===== src/rtl/i2s_tx.sv =====
// Master-mode I2S transmitter: BCLK, WS and DATA from 16-bit stereo pairs behind a one-entry hold register.
// Define I2S_TX_LJ_EN for left-justified framing (no one-bit delay); default is Philips I2S.
`timescale 1ns/1ps
module i2s_tx #(
    parameter int CLK_DIV = 8
) (
    input  logic        clk_sys,
    input  logic        RESET,
    input  logic [15:0] in_l,
    input  logic [15:0] in_r,
    input  logic        in_valid,
    output logic        in_ready,
    output logic        i2s_bclk,
    output logic        i2s_ws,
    output logic        i2s_data,
    output logic        frame_start,
    output logic        underrun
);
    localparam int               DIV_W    = (CLK_DIV > 1) ? $clog2(CLK_DIV) : 1;
    localparam logic [DIV_W-1:0] DIV_LAST = DIV_W'(CLK_DIV - 1);

    logic [DIV_W-1:0] r_div_cnt;
    logic             r_bclk;
    logic [4:0]       r_slot;
    logic             r_ws;
    logic             r_data;
    logic             r_frame_start;
    logic             r_underrun;
    logic             r_hold_full;
    logic [15:0]      r_hold_l;
    logic [15:0]      r_hold_r;
    logic [15:0]      r_sh_l;
    logic [15:0]      r_sh_r;

    logic             w_div_tc;
    logic             w_fall;
    logic             w_load;
    logic             w_accept;
    logic             w_bit;
    logic [4:0]       w_slot_nxt;
    logic [4:0]       w_bit_pos;
    logic [15:0]      w_sh_l_nxt;
    logic [15:0]      w_sh_r_nxt;
    logic [15:0]      w_src_l;
    logic [15:0]      w_src_r;

    assign w_div_tc   = (r_div_cnt == DIV_LAST);
    assign w_fall     = w_div_tc & r_bclk;
    assign w_slot_nxt = r_slot + 5'd1;
    assign w_load     = w_fall & (w_slot_nxt == 5'd0);
    assign w_accept   = in_valid & ~r_hold_full;

`ifdef I2S_TX_LJ_EN
    assign w_bit_pos = w_slot_nxt;
    assign w_src_l   = w_sh_l_nxt;
    assign w_src_r   = w_sh_r_nxt;
`else
    // One-bit delay: slot s carries what left-justified framing puts in slot s-1, so slot 0 still sees the old pair.
    assign w_bit_pos = r_slot;
    assign w_src_l   = r_sh_l;
    assign w_src_r   = r_sh_r;
`endif

    assign w_bit = w_bit_pos[4] ? w_src_r[~w_bit_pos[3:0]] : w_src_l[~w_bit_pos[3:0]];

    always_comb begin
        // NOTE: defaults come first so every path assigns both outputs and no latch is inferred.
        w_sh_l_nxt = r_sh_l;
        w_sh_r_nxt = r_sh_r;
        if (w_load && r_hold_full) begin
            w_sh_l_nxt = r_hold_l;
            w_sh_r_nxt = r_hold_r;
        end
    end

    // NOTE: non-blocking assignments so every register here samples the pre-edge values of the others.
    always_ff @(posedge clk_sys) begin
        if (RESET) begin
            r_div_cnt     <= '0;
            r_bclk        <= 1'b0;
            r_slot        <= 5'd31;
            r_ws          <= 1'b0;
            r_data        <= 1'b0;
            r_frame_start <= 1'b0;
            r_underrun    <= 1'b0;
            r_hold_full   <= 1'b0;
            r_sh_l        <= '0;
            r_sh_r        <= '0;
        end else begin
            r_div_cnt <= w_div_tc ? '0 : r_div_cnt + DIV_W'(1);
            if (w_div_tc) begin
                r_bclk <= ~r_bclk;
            end

            r_frame_start <= 1'b0;
            r_underrun    <= 1'b0;
            if (w_fall) begin
                r_slot        <= w_slot_nxt;
                r_ws          <= w_slot_nxt[4];
                r_data        <= w_bit;
                r_frame_start <= w_load;
                r_underrun    <= w_load & ~r_hold_full;
            end

            r_sh_l <= w_sh_l_nxt;
            r_sh_r <= w_sh_r_nxt;

            // A write on the load cycle only happens with the hold empty, so the load never consumes it.
            if (w_accept) begin
                r_hold_full <= 1'b1;
            end else if (w_load) begin
                r_hold_full <= 1'b0;
            end
        end
    end

    // NOTE: hold data is only read while r_hold_full is set, so it carries no reset.
    always_ff @(posedge clk_sys) begin
        if (w_accept) begin
            r_hold_l <= in_l;
            r_hold_r <= in_r;
        end
    end

    assign in_ready    = ~r_hold_full;
    assign i2s_bclk    = r_bclk;
    assign i2s_ws      = r_ws;
    assign i2s_data    = r_data;
    assign frame_start = r_frame_start;
    assign underrun    = r_underrun;

endmodule

===== config.mk =====
export PLATFORM = sky130hd
export DESIGN_NAME = i2s_tx
export DESIGN_NICKNAME = d
export VERILOG_FILES = /design/src/rtl/i2s_tx.sv
export SDC_FILE = /design/constraint.sdc
export NUM_CORES = 1
export LEC_CHECK = 0
export ABC_AREA = 1
export BUFFER_PORTS_ARGS = -buffer_cell sky130_fd_sc_hd__buf_2
export CAP_MARGIN = 20
export CORE_MARGIN = 2
export CORE_UTILIZATION = 30
export CTS_CLUSTER_DIAMETER = 200
export DETAILED_ROUTE_END_ITERATION = 8
export PLACE_DENSITY_LB_ADDON = 0.1
export SKIP_LAST_GASP = 1
export SYNTH_ARGS = -nofsm -noshare
export SYNTH_HDL_FRONTEND = slang
export SYNTH_SLANG_ARGS = --single-unit
export TNS_END_PERCENT = 20

===== constraint.sdc =====
create_clock -name clk_sys -period 5.5 [get_ports clk_sys]
set_input_delay 1.1 -clock clk_sys [delete_from_list [all_inputs] [get_ports clk_sys]]
set_output_delay 1.1 -clock clk_sys [all_outputs]
set_load 0.02 [all_outputs]

; ---- After elaboration in Yosys (flattened, before gate mapping)
; Index checks and enable logic that the tools add are counted.
[totals]
in_bits = 35
ff_bits = 78
wordCells = 36
output_inout_bits = 6
[op_classes]
n_eq_ne = 1
reduce_logical = 5
n_addsub = 2
order_cmp = 1
muxes = 7
n_bitwise = 8
[op_table]
columns = cell, n
row1 = 1-bit binary-select mux with 4-bit select, 2
row2 = 5-bit by 1-bit adder with 5-bit output (second input constant), 1
row3 = 5-bit zero test, 1
row4 = 4-bit by 5-bit less-than comparator with 1-bit output (second input constant), 1
row5 = 1-bit two-way mux, 5
row6 = 1-bit AND, 4
row7 = 4-bit NOT, 1
row8 = 2-bit OR reduction, 2
row9 = 3-bit by 1-bit adder with 3-bit output (second input constant), 1
row10 = 3-bit == test (second input constant), 1
row11 = 1-bit NOT, 3
row12 = 2-bit nonzero test, 1
row13 = 1-bit logical AND, 1

; ---- Depth between registers and ports, before layout
; Gate-level depths: netlist (run 1).
[logic_depth]
depth_word = 5
ltp_mapped = 11
ltp_nobuf = 10

; ---- Least setup slack after synthesis (run 1)
; Ideal clock, no wire load.
[synth_path]
path_kind = in2reg
startpoint = in in_valid
endpoint = reg r_hold_l[0] (enable)
path_buffers = 0
path_slack_ns = 2.570
setup_ns = 0.421
required_time_ns = 5.079
stages = 2
arrival_time_ns = 2.509
cell_sequence = inv_1 -> nor2_1
[synth_via]
elab_chain_len = 1
[synth_rtl]
columns = item, line
row1 = from (decl), 11  ; input logic in_valid,
row2 = 1-bit AND, 51  ; assign w_accept = in_valid & ~r_hold_full;
row3 = net w_accept, 38  ; logic w_accept;
row4 = to (signal assigned), 120  ; r_hold_l <= in_l;
row5 = to (decl), 30  ; logic [15:0] r_hold_l;
; The timed path passes the listed nets, and every way through them passes these cells.
; A chain may end at the register's enable or synchronous reset.

; ---- Worst setup path after layout (run 1)
[layout_path]
startpoint = reg r_slot[0]
endpoint = reg r_sh_l[11]
[layout_via]
elab_chain_len = 4
[layout_rtl]
columns = item, line
row1 = from (decl), 24  ; logic [4:0] r_slot;
row2 = from (signal assigned), 98  ; r_slot <= w_slot_nxt;
row3 = 5-bit by 1-bit adder with 5-bit output, 49  ; assign w_slot_nxt = r_slot + 5'd1;
row4 = 5-bit zero test, 50  ; assign w_load = w_fall & (w_slot_nxt == 5'd0);
row5 = 1-bit AND, 50
row6 = 1-bit logical AND, 70  ; if (w_load && r_hold_full) begin
row7 = to (signal assigned), 105  ; r_sh_l <= w_sh_l_nxt;
row8 = to (decl), 32  ; logic [15:0] r_sh_l;
; Every way passes these cells.

==> results by group, run 1 <==
Status
  – Status: completed

Route
  – DR WL/cell: 12.4 um
  – DRT antenna net count: 0
  – Remaining DRCs: 0
  – DR iter-0 viols: 75
  – DR vias: 2228
  – DRT Wirelength: 6.26 mm
  – Via density per instance: 4.39
  – DRT Pass-1 Iters: 6

Worst hold path
  – Hold depth: 1
  – Worst hold endpoint: r_div_cnt[0]
  – Worst hold-check path type: register to register
  – Hold Startpoint: r_div_cnt[0]

Setup path
  – CP endpoint kind: register
  – Worst reg-to-reg setup slack: 2.76 ns
  – CP max FO: 35
  – Worst R2R End: r_sh_l[11]
  – CP arrival: 3.04 ns
  – Crit start category: register
  – Critical R2R Launch: r_slot[0]
  – R2R depth: 7
  – Worst Setup Path Type: register to register
  – Worst EP required: 5.79 ns

STA
  – Slew @ Worst Pin: 0.872 ns
  – Post-route setup TNS: 0 ns
  – Final Setup Violations: 0
  – Final worst path period need: 2.74 ns
  – Fmax: 364 MHz
  – Final WS setup: 2.76 ns
  – Rel. slew slack: 41.8%
  – Clock Skews: 0.00586 ns
  – Final critical-path share of the clock period: 49.9%
  – Hold Fails Final Rpt: 0
  – Max Slew Vio Count: 0
  – RSZ-0062 raised after global routing: false

Logic synthesis
  – Most instantiated cells after synthesis: dfxtp_1, nor2_1, nand2_1
  – Synth Flop Type: dfxtp_1
  – FFs w/ async S/R, synth: 0%
  – Netlist area before placement: 3120 um^2
  – Cell count after synthesis: 330
  – Cell taking the most area after synthesis: edfxtp_1
  – #FFs+latches synth: 78
  – Top cell type's share of synthesized area: 30.8%
  – YS warnings: 0
  – Net Count, Synth: 369
  – Syn avg cell area: 9.46 um^2
  – Register area share after synthesis: 60.3%
  – Most instantiated library cell after synthesis: dfxtp_1
  – Cells taking the most area after synthesis: edfxtp_1, dfxtp_1, nor2_1, nor3_1, o21ai_1
  – Cell variety after synth: 25
  – Number of flops mapped to enable cells by yosys: 32

Power
  – Leakage power: 1.54 nW
  – Gate power share: 5.0%
  – Clock power frac: 45.0%
  – Peak supply drop: 127 uV
  – Int Power: 0.00100 W
  – Sequential fraction of design power: 50.1%
  – Net Sw Frac: 20.2%
  – Power Density: 343 nW/um^2
  – Tot Pwr: 0.00126 W
  – Sw Pwr: 0.000255 W

Clocking
  – Setup bufs post-CTS: 0
  – Worst-path clk slew: 0.08 ns
  – CTS tree: built
  – CTS-repair resized insts: 0
  – CTS Root Cell: clkbuf_8
  – Clock buffer depth: 2
  – Clock sink count: 78
  – CTS Buf Count: 9
  – Clock latency on the worst-skew pair: 0.35 ns
  – H-tree depth: 3
  – Cts hold-fix bufs: 0

Floorplanning
  – Starting Density: 30.5%
  – FP Rows: 37
  – Core ar.: 10200 um^2
  – Die Ht: 106 um
  – Ports: 41
  – Chip width: 106 um
  – Die Footprint: 11200 um^2

Cells and area
  – Finished Layout Cells: 507
  – Area Overhead vs Synth: 17.7%
  – Antenna cells: 0
  – Share of cells above drive strength 1: 18.6%
  – Nets@finish: 405
  – Design Area, Final: 3670 um^2

Place
  – Hpwl dp: 4.02 mm
  – Placed Area: 3400 um^2
  – GP Congestion: 0.750
  – DP Worst Slack: 2.71 ns
  – Port Buffer Count: 40
  – Placed Instances: 491

GRT
  – Overflow after GRT: 0
  – First-pass GRT wire length: 11.1 mm
  – Largest net degree at the start of global routing: 36
  – Vias in the first global route: 2248
  – GRT Util Overall: 12.7%
  – Initial antenna violation count: 0

Run
  – Max Cap Viol: 0
-- worst max-delay path: stages (launching register included) --
cell	delay [ns]
dfxtp_1	0.84
ha_1	0.30
nand3_1	0.12
xor2_2	0.24
nand3_4	0.39
nor2_8	0.53
o21ai_1	0.12
nor2_1	0.12
-- through the flow --
stage               hold WS (ns)  utilization, %
detailed placement         0.418            33.3
finish                     0.427            35.9
global placement           0.407            33.3
floorplan                  0.397               -
global route               0.461            35.9
CTS                        0.430            35.9
-- power by group through the flow --
| stage | logic [W] | clock network [W] | registers, W |
|---|---|---|---|
| after global placement | 0.0000637 | 0 | 0.000644 |
| after detailed placement | 0.0000645 | 0 | 0.000644 |
| final | 0.0000625 | 0.000566 | 0.000630 |
| after floorplan | 0.0000436 | 0 | 0.000639 |
| after global routing | 0.0000735 | 0.000620 | 0.000633 |
| after CTS | 0.0000649 | 0.000589 | 0.000631 |
-- area by class of cell --
| type | count | area (um^2) |
|---|---|---|
| clock buffer | 10 | 138 |
| fill | 1078 | 6560 |
| sequential | 78 | 1880 |
| inverter | 36 | 135 |
| timing repair buffer | 42 | 215 |
| multi-input combinational | 199 | 1000 |
| clock inverter | 6 | 133 |
| tap | 136 | 170 |
-- placed cells by master, fill, tap and decap left out, drive strengths merged, types with 4 or more instances in the layout --
| master | n |
|---|---|
| nor3 | 33 |
| inv | 36 |
| nand2 | 37 |
| nor2 | 45 |
| o21ai | 35 |
| buf | 42 |
| or2 | 6 |
| nand3 | 31 |
| ha | 4 |
| edfxtp | 32 |
| bufinv | 4 |
| dfxtp | 46 |
| clkbuf | 10 |
-- cells by family after synthesis --
group           after synthesis  share of synthesized area [%]
xor+xnor                      3                           1.32
compound gates               40                           6.82
buf+inv                      53                           7.70
fa+ha+maj                     4                           1.60
simple gates                152                           22.3
flops                        78                           60.3
-- how the worst max path moves through the flow --
stage | startpoint | end | cells after the start
floorplan | in_valid | r_hold_l[0] | 2
global placement | r_slot[0] | r_sh_l[6] | 7
detailed placement | r_slot[0] | r_sh_l[12] | 7
CTS | r_slot[0] | r_sh_l[1] | 7
global route | r_slot[0] | r_sh_r[3] | 7
finish | r_slot[0] | r_sh_l[11] | 7
-- routing by layer --
layer	share of wire, %	up-vias	wire [um]	global-route usage [%]
li1	-	1165	-	-
met3	3.8	7	237	4.60
met2	48	40	2980	19.9
met1	47	1016	2970	16.0
met4	1.3	0	79	4.79
met5	0	-	0	0
-- state kept, by name, indices dropped and copies added (netlist names), 3 cells and up --
name,flops
r_div_cnt,3
r_hold_l,16
r_hold_r,16
r_sh_l,16
r_sh_r,16
r_slot,5
(Power assumes the default switching activity.)
==> inputs of run 2 (changes only) <==
Clock period 5.5 ns to 2.4 ns, I/O delays scaled along.
==> run 2 against run 1 <==
  * Worst setup slack got worse by 2.2 ns
  * Power is 110% higher
  * Highest routed layer unchanged
  * Via count up 0.54%
  * Largest cell class unchanged
  * Critical endpoint is now r_sh_r[2]
  * Utilization is essentially flat
  * Final cell count is 1.2% higher
  * Sequential cell count is the same
==> results by group, run 2 (synthesized netlist as in run 1, its figures left out) <==
Route
  – Top sig layer: met4
  – DR iter-0 viols: 81
  – DRT antenna net count: 0
  – DR vias: 2240
  – Via density per instance: 4.37
  – DR WL/cell: 12.1 um
  – Met2 wire len: 2.91 mm
  – DRT Pass-1 Iters: 4
  – DRT Wirelength: 6.22 mm
  – Met1 WL: 2.97 mm
  – WL met3: 251 um
  – Remaining DRCs: 0

Floorplanning
  – Chip width: 106 um
  – Ports: 41
  – Starting Density: 30.5%
  – Die Footprint: 11200 um^2
  – FP Rows: 37
  – Die Ht: 106 um
  – Core ar.: 10200 um^2

Place
  – Port Buffer Count: 40
  – Hpwl dp: 4.07 mm
  – GP Congestion: 0.783

Setup path
  – Worst R2R End: r_sh_r[2]
  – Crit path max-delay cell type: nor2_8
  – Worst EP required: 2.68 ns
  – CP arrival: 2.12 ns
  – R2R depth: 10
  – Crit-path max cell delay: 0.40 ns
  – Critical R2R Launch: r_div_cnt[0]
  – CP max FO: 33
  – CP endpoint kind: register
  – Worst reg-to-reg setup slack: 0.56 ns
  – Crit start category: register
  – Worst Setup Path Type: register to register
  – Critical-path cell list: ha_1 -> ha_1 -> nand2_1 -> inv_1 -> nand2_1 -> nor2_1 -> nand3_4 -> nor2_8 -> o21ai_1 -> nor2_1

Clocking
  – Setup bufs post-CTS: 0
  – CTS Buf Count: 9
  – Clock latency on the worst-skew pair: 0.36 ns
  – CTS-repair resized insts: 0
  – Worst-path clk slew: 0.09 ns
  – Clock sink count: 78
  – Cts hold-fix bufs: 0
  – CTS Root Cell: clkbuf_8
  – Clock buffer depth: 2
  – CTS tree: built
  – H-tree depth: 3

Power
  – Peak supply drop: 277 uV
  – Power Density: 731 nW/um^2
  – Leakage power: 1.54 nW

STA
  – Max Slew Vio Count: 0
  – Rel. slew slack: 66.8%
  – Fmax: 543 MHz
  – Post-route setup TNS: 0 ns
  – Hold Fails Final Rpt: 0
  – Final critical-path share of the clock period: 76.8%
  – Final worst path period need: 1.84 ns
  – Slew @ Worst Pin: 0.498 ns
  – RSZ-0062 raised after global routing: false
  – Clock Skews: 0.0128 ns
  – Final Setup Violations: 0

GRT
  – GRT Util Overall: 12.4%
  – Vias in the first global route: 2284
  – Initial antenna violation count: 0
  – Overflow after GRT: 0
  – First-pass GRT wire length: 10.9 mm
  – Largest net degree at the start of global routing: 35

Worst hold path
  – Worst hold-check path type: input pin to register
  – Hold Startpoint: in_l[8]
  – Hold depth: 1
  – Worst hold endpoint: r_hold_l[8]

Cells and area
  – Most common cell after layout, fill and taps aside: dfxtp_1
  – Share of cells above drive strength 1: 19.9%
  – Fin util: 35.9%
  – Antenna cells: 0
  – # fillers: 1070
  – Nets@finish: 411
  – Most frequent cells in the layout: dfxtp_1, nor2_1, buf_2, nand2_1
  – Area Overhead vs Synth: 17.6%

Run
  – Max Cap Viol: 0

Status
  – Status: completed
run 2: changes by cell type in the layout (fill, tap and decap cells not counted):
cell        before  now
inv_6            0    1
buf_4            2    8
clkinvlp_4       0    1
clkbuf_8        10    9
bufinv_16        4    2
clkinv_4         1    2
run 2: cell type report:
type | count | area [um^2] | share of cell area, %
flip-flops and latches | 78 | 1880 | 51.3
multi-input cells | 199 | 1000 | 27.3
repair buffers | 48 | 260 | 7.09
well taps | 136 | 170 | 4.64
inverters | 36 | 135 | 3.68
clock buffers | 9 | 124 | 3.38
clock inverters | 7 | 97.6 | 2.66
run 2: per-layer routing:
metal / track usage (%) / vias to the layer above
met5: 0 / -
met3: 4.29 / 7
li1: - / 1181
met2: 20.5 / 31
met4: 4.23 / 0
met1: 14.9 / 1021
run 2: critical path: cells and delay by family, from the launching register on:
| family | cells | cell delay [ns] |
|---|---|---|
| flops | 1 | 0.34 |
| simple gates | 6 | 0.93 |
| buf+inv | 1 | 0.07 |
| compound gates | 1 | 0.11 |
| fa+ha+maj | 2 | 0.33 |
run 2: where the power goes:
part / internal, W / total [W] / switching, W
Combinational: 0.0000630 / 0.000161 / 0.0000981
Clock: 0.000589 / 0.00109 / 0.000501
Sequential: 0.00142 / 0.00143 / 0.0000120
Total: 0.00207 / 0.00268 / 0.000611
run 2: worst max-delay path by stage:
stage	startpoint	to	slack, ns	cells after the start
floorplan	in_valid	r_hold_l[0]	0.09	2
global placement	r_slot[2]	r_sh_l[15]	0.56	6
global route	r_div_cnt[0]	r_sh_r[1]	0.29	10
detailed placement	r_div_cnt[0]	r_sh_l[15]	0.54	10
finish	r_div_cnt[0]	r_sh_r[2]	0.56	10
CTS	r_div_cnt[0]	r_sh_r[2]	0.51	10
run 2: per-stage QoR:
stage / std cells / hold WS [ns] / worst slack (ns) / instance area, um^2 / power [W]
finish: 513 / 0.291 / 0.557 / 3670 / 0.00268
CTS: 513 / 0.275 / 0.514 / 3670 / 0.00273
global route: 513 / 0.266 / 0.290 / 3670 / 0.00281
floorplan: 330 / 0.397 / 0.0899 / 3120 / 0.00156
detailed placement: 497 / 0.431 / 0.539 / 3450 / 0.00163
global placement: 497 / 0.403 / 0.565 / 3450 / 0.00163
==> inputs of run 3 (changes only) <==
Clock period 2.4 ns to 1.8 ns, I/O delays scaled along.
==> run 3 against run 2 <==
  * Combinational power increased by 55%
  * Worst setup slack got worse by 0.47 ns
  * Sequential cell count unchanged
  * Sequential share of layout area decreased by 3.7 points
  * Clock-buffer cell count unchanged
  * Via count increased by 4.0%
  * Final cell count increased by 2.9%
  * Non-clock buffer count increased by 15
  * Critical path depth decreased by 2
  * Highest routed layer unchanged
  * Global-route usage increased by 0.25 points
==> results by group, run 3 (synthesized netlist as in run 1, its figures left out) <==
Status
  – Status: completed

STA
  – Final critical-path share of the clock period: 95.3%
  – Rel. slew slack: 80.2%
  – Max Slew Vio Count: 0
  – Final Setup Violations: 0
  – Fmax: 583 MHz
  – Final worst path period need: 1.72 ns
  – Hold Fails Final Rpt: 0
  – Clock Skews: 0.00844 ns
  – Slew @ Worst Pin: 0.297 ns

Setup path
  – Worst Setup Path Type: register to register
  – R2R depth: 8
  – Worst R2R End: r_sh_r[4]
  – Critical R2R Launch: r_slot[0]
  – CP arrival: 2.00 ns
  – CP max FO: 8
  – Worst reg-to-reg setup slack: 0.08 ns
  – Worst EP required: 2.08 ns
  – Crit start category: register
  – CP endpoint kind: register

GRT
  – First-pass GRT wire length: 11.1 mm
  – Vias in the first global route: 2342
  – Largest net degree at the start of global routing: 21
  – Overflow after GRT: 0
  – Initial antenna violation count: 0
  – GRT Util Overall: 12.6%

Power
  – Peak supply drop: 388 uV
  – Power Density: 910 nW/um^2
  – Leakage power: 1.67 nW

Clocking
  – Clock latency on the worst-skew pair: 0.34 ns
  – Clock sink count: 78
  – Clock buffer depth: 2
  – Worst-path clk slew: 0.09 ns
  – CTS Buf Count: 9
  – CTS Root Cell: clkbuf_8
  – H-tree depth: 3
  – CTS tree: built

Worst hold path
  – Hold depth: 1
  – Worst hold-check path type: input pin to register
  – Hold Startpoint: in_l[9]
  – Worst hold endpoint: r_hold_l[9]

Cells and area
  – Share of cells above drive strength 1: 27.0%
  – Nets@finish: 426
  – Fin util: 38.8%
  – Most frequent cells in the layout: nor2_1, dfxtp_1, buf_2, nand2_1
  – Finished Layout Cells: 528
  – Antenna cells: 0
  – Area Overhead vs Synth: 27.2%

Floorplanning
  – Chip width: 106 um
  – Core ar.: 10200 um^2
  – Starting Density: 30.5%
  – FP Rows: 37
  – Die Ht: 106 um
  – Ports: 41
  – Die Footprint: 11200 um^2

Place
  – Placed Instances: 506
  – Port Buffer Count: 40
  – GP Congestion: 0.808
  – Hpwl dp: 4.42 mm

Run
  – Max Cap Viol: 0

Route
  – DR iter-0 viols: 91
  – DR WL/cell: 12.8 um
  – Via density per instance: 4.41
  – Remaining DRCs: 0
  – DRT Wirelength: 6.76 mm
  – DR vias: 2330
  – DRT antenna net count: 0
  – DRT Pass-1 Iters: 4
-- run 3: final cells by class --
class                      count  area (um^2)
multi-input combinational    199         1090
tap                          136          170
clock inverter                 7         97.6
fill                        1039         6260
sequential                    78         1890
clock buffer                   9          124
inverter                      36          135
timing repair buffer          63          465
-- run 3: worst max path at each step --
stage                 startpoint     endpoint  slack [ns]  cells after the start
CTS                 r_div_cnt[0]    r_sh_r[8]        0.02                     10
detailed placement  r_div_cnt[0]    r_sh_r[8]        0.01                     10
global placement    r_div_cnt[0]    r_sh_r[8]        0.07                     10
finish                 r_slot[0]    r_sh_r[4]        0.08                      8
global route           r_slot[1]    r_sh_l[2]       -0.01                      8
floorplan               in_valid  r_hold_l[0]        0.15                      2
-- run 3: stage by stage --
| step | hold slack (ns) | power (W) | TNS, ns | instance area (um^2) | setup WS, ns |
|---|---|---|---|---|---|
| after floorplan | 0.397 | 0.00209 | 0 | 3120 | 0.151 |
| after global placement | 0.403 | 0.00218 | 0 | 3570 | 0.0655 |
| after detailed placement | 0.417 | 0.00218 | 0 | 3570 | 0.00968 |
| after CTS | 0.160 | 0.00365 | 0 | 3790 | 0.0157 |
| after global routing | 0.153 | 0.00378 | -0.0102 | 3970 | -0.0102 |
| final | 0.183 | 0.00361 | 0 | 3970 | 0.0838 |
-- run 3: routing by layer --
layer / GRT usage, % / share of wire, %
met1: 16.4 / 49
met2: 20.2 / 46
met3: 3.19 / 3.0
met4: 4.79 / 1.1
met5: 0 / 0
-- run 3: power by group --
group | leakage [nW] | switching [W] | internal (W)
sequential | 0.676 | 0.0000225 | 0.00190
combinational | 0.886 | 0.000142 | 0.000107
clock | 0.107 | 0.000659 | 0.000786
total | 1.67 | 0.000824 | 0.00279
-- run 3: what timing repair did --
item / 4_1_cts / 5_1_grt
endpoints found under the setup margin: 1 / 32
hold buffers: 0 / 0
resized for setup: 1 / 24
pin swaps: 0 / 8
gates cloned: 0 / 2
buffers inserted: 0 / 4
-- run 3: critical path, stage by stage (launching register included) --
cell	delay, ns
dfxtp_4	0.38
ha_4	0.16
nand3_4	0.08
xor2_2	0.27
nand3_4	0.17
nor2_8	0.24
clkbuf_16	0.19
o21ai_1	0.06
nor2_1	0.09
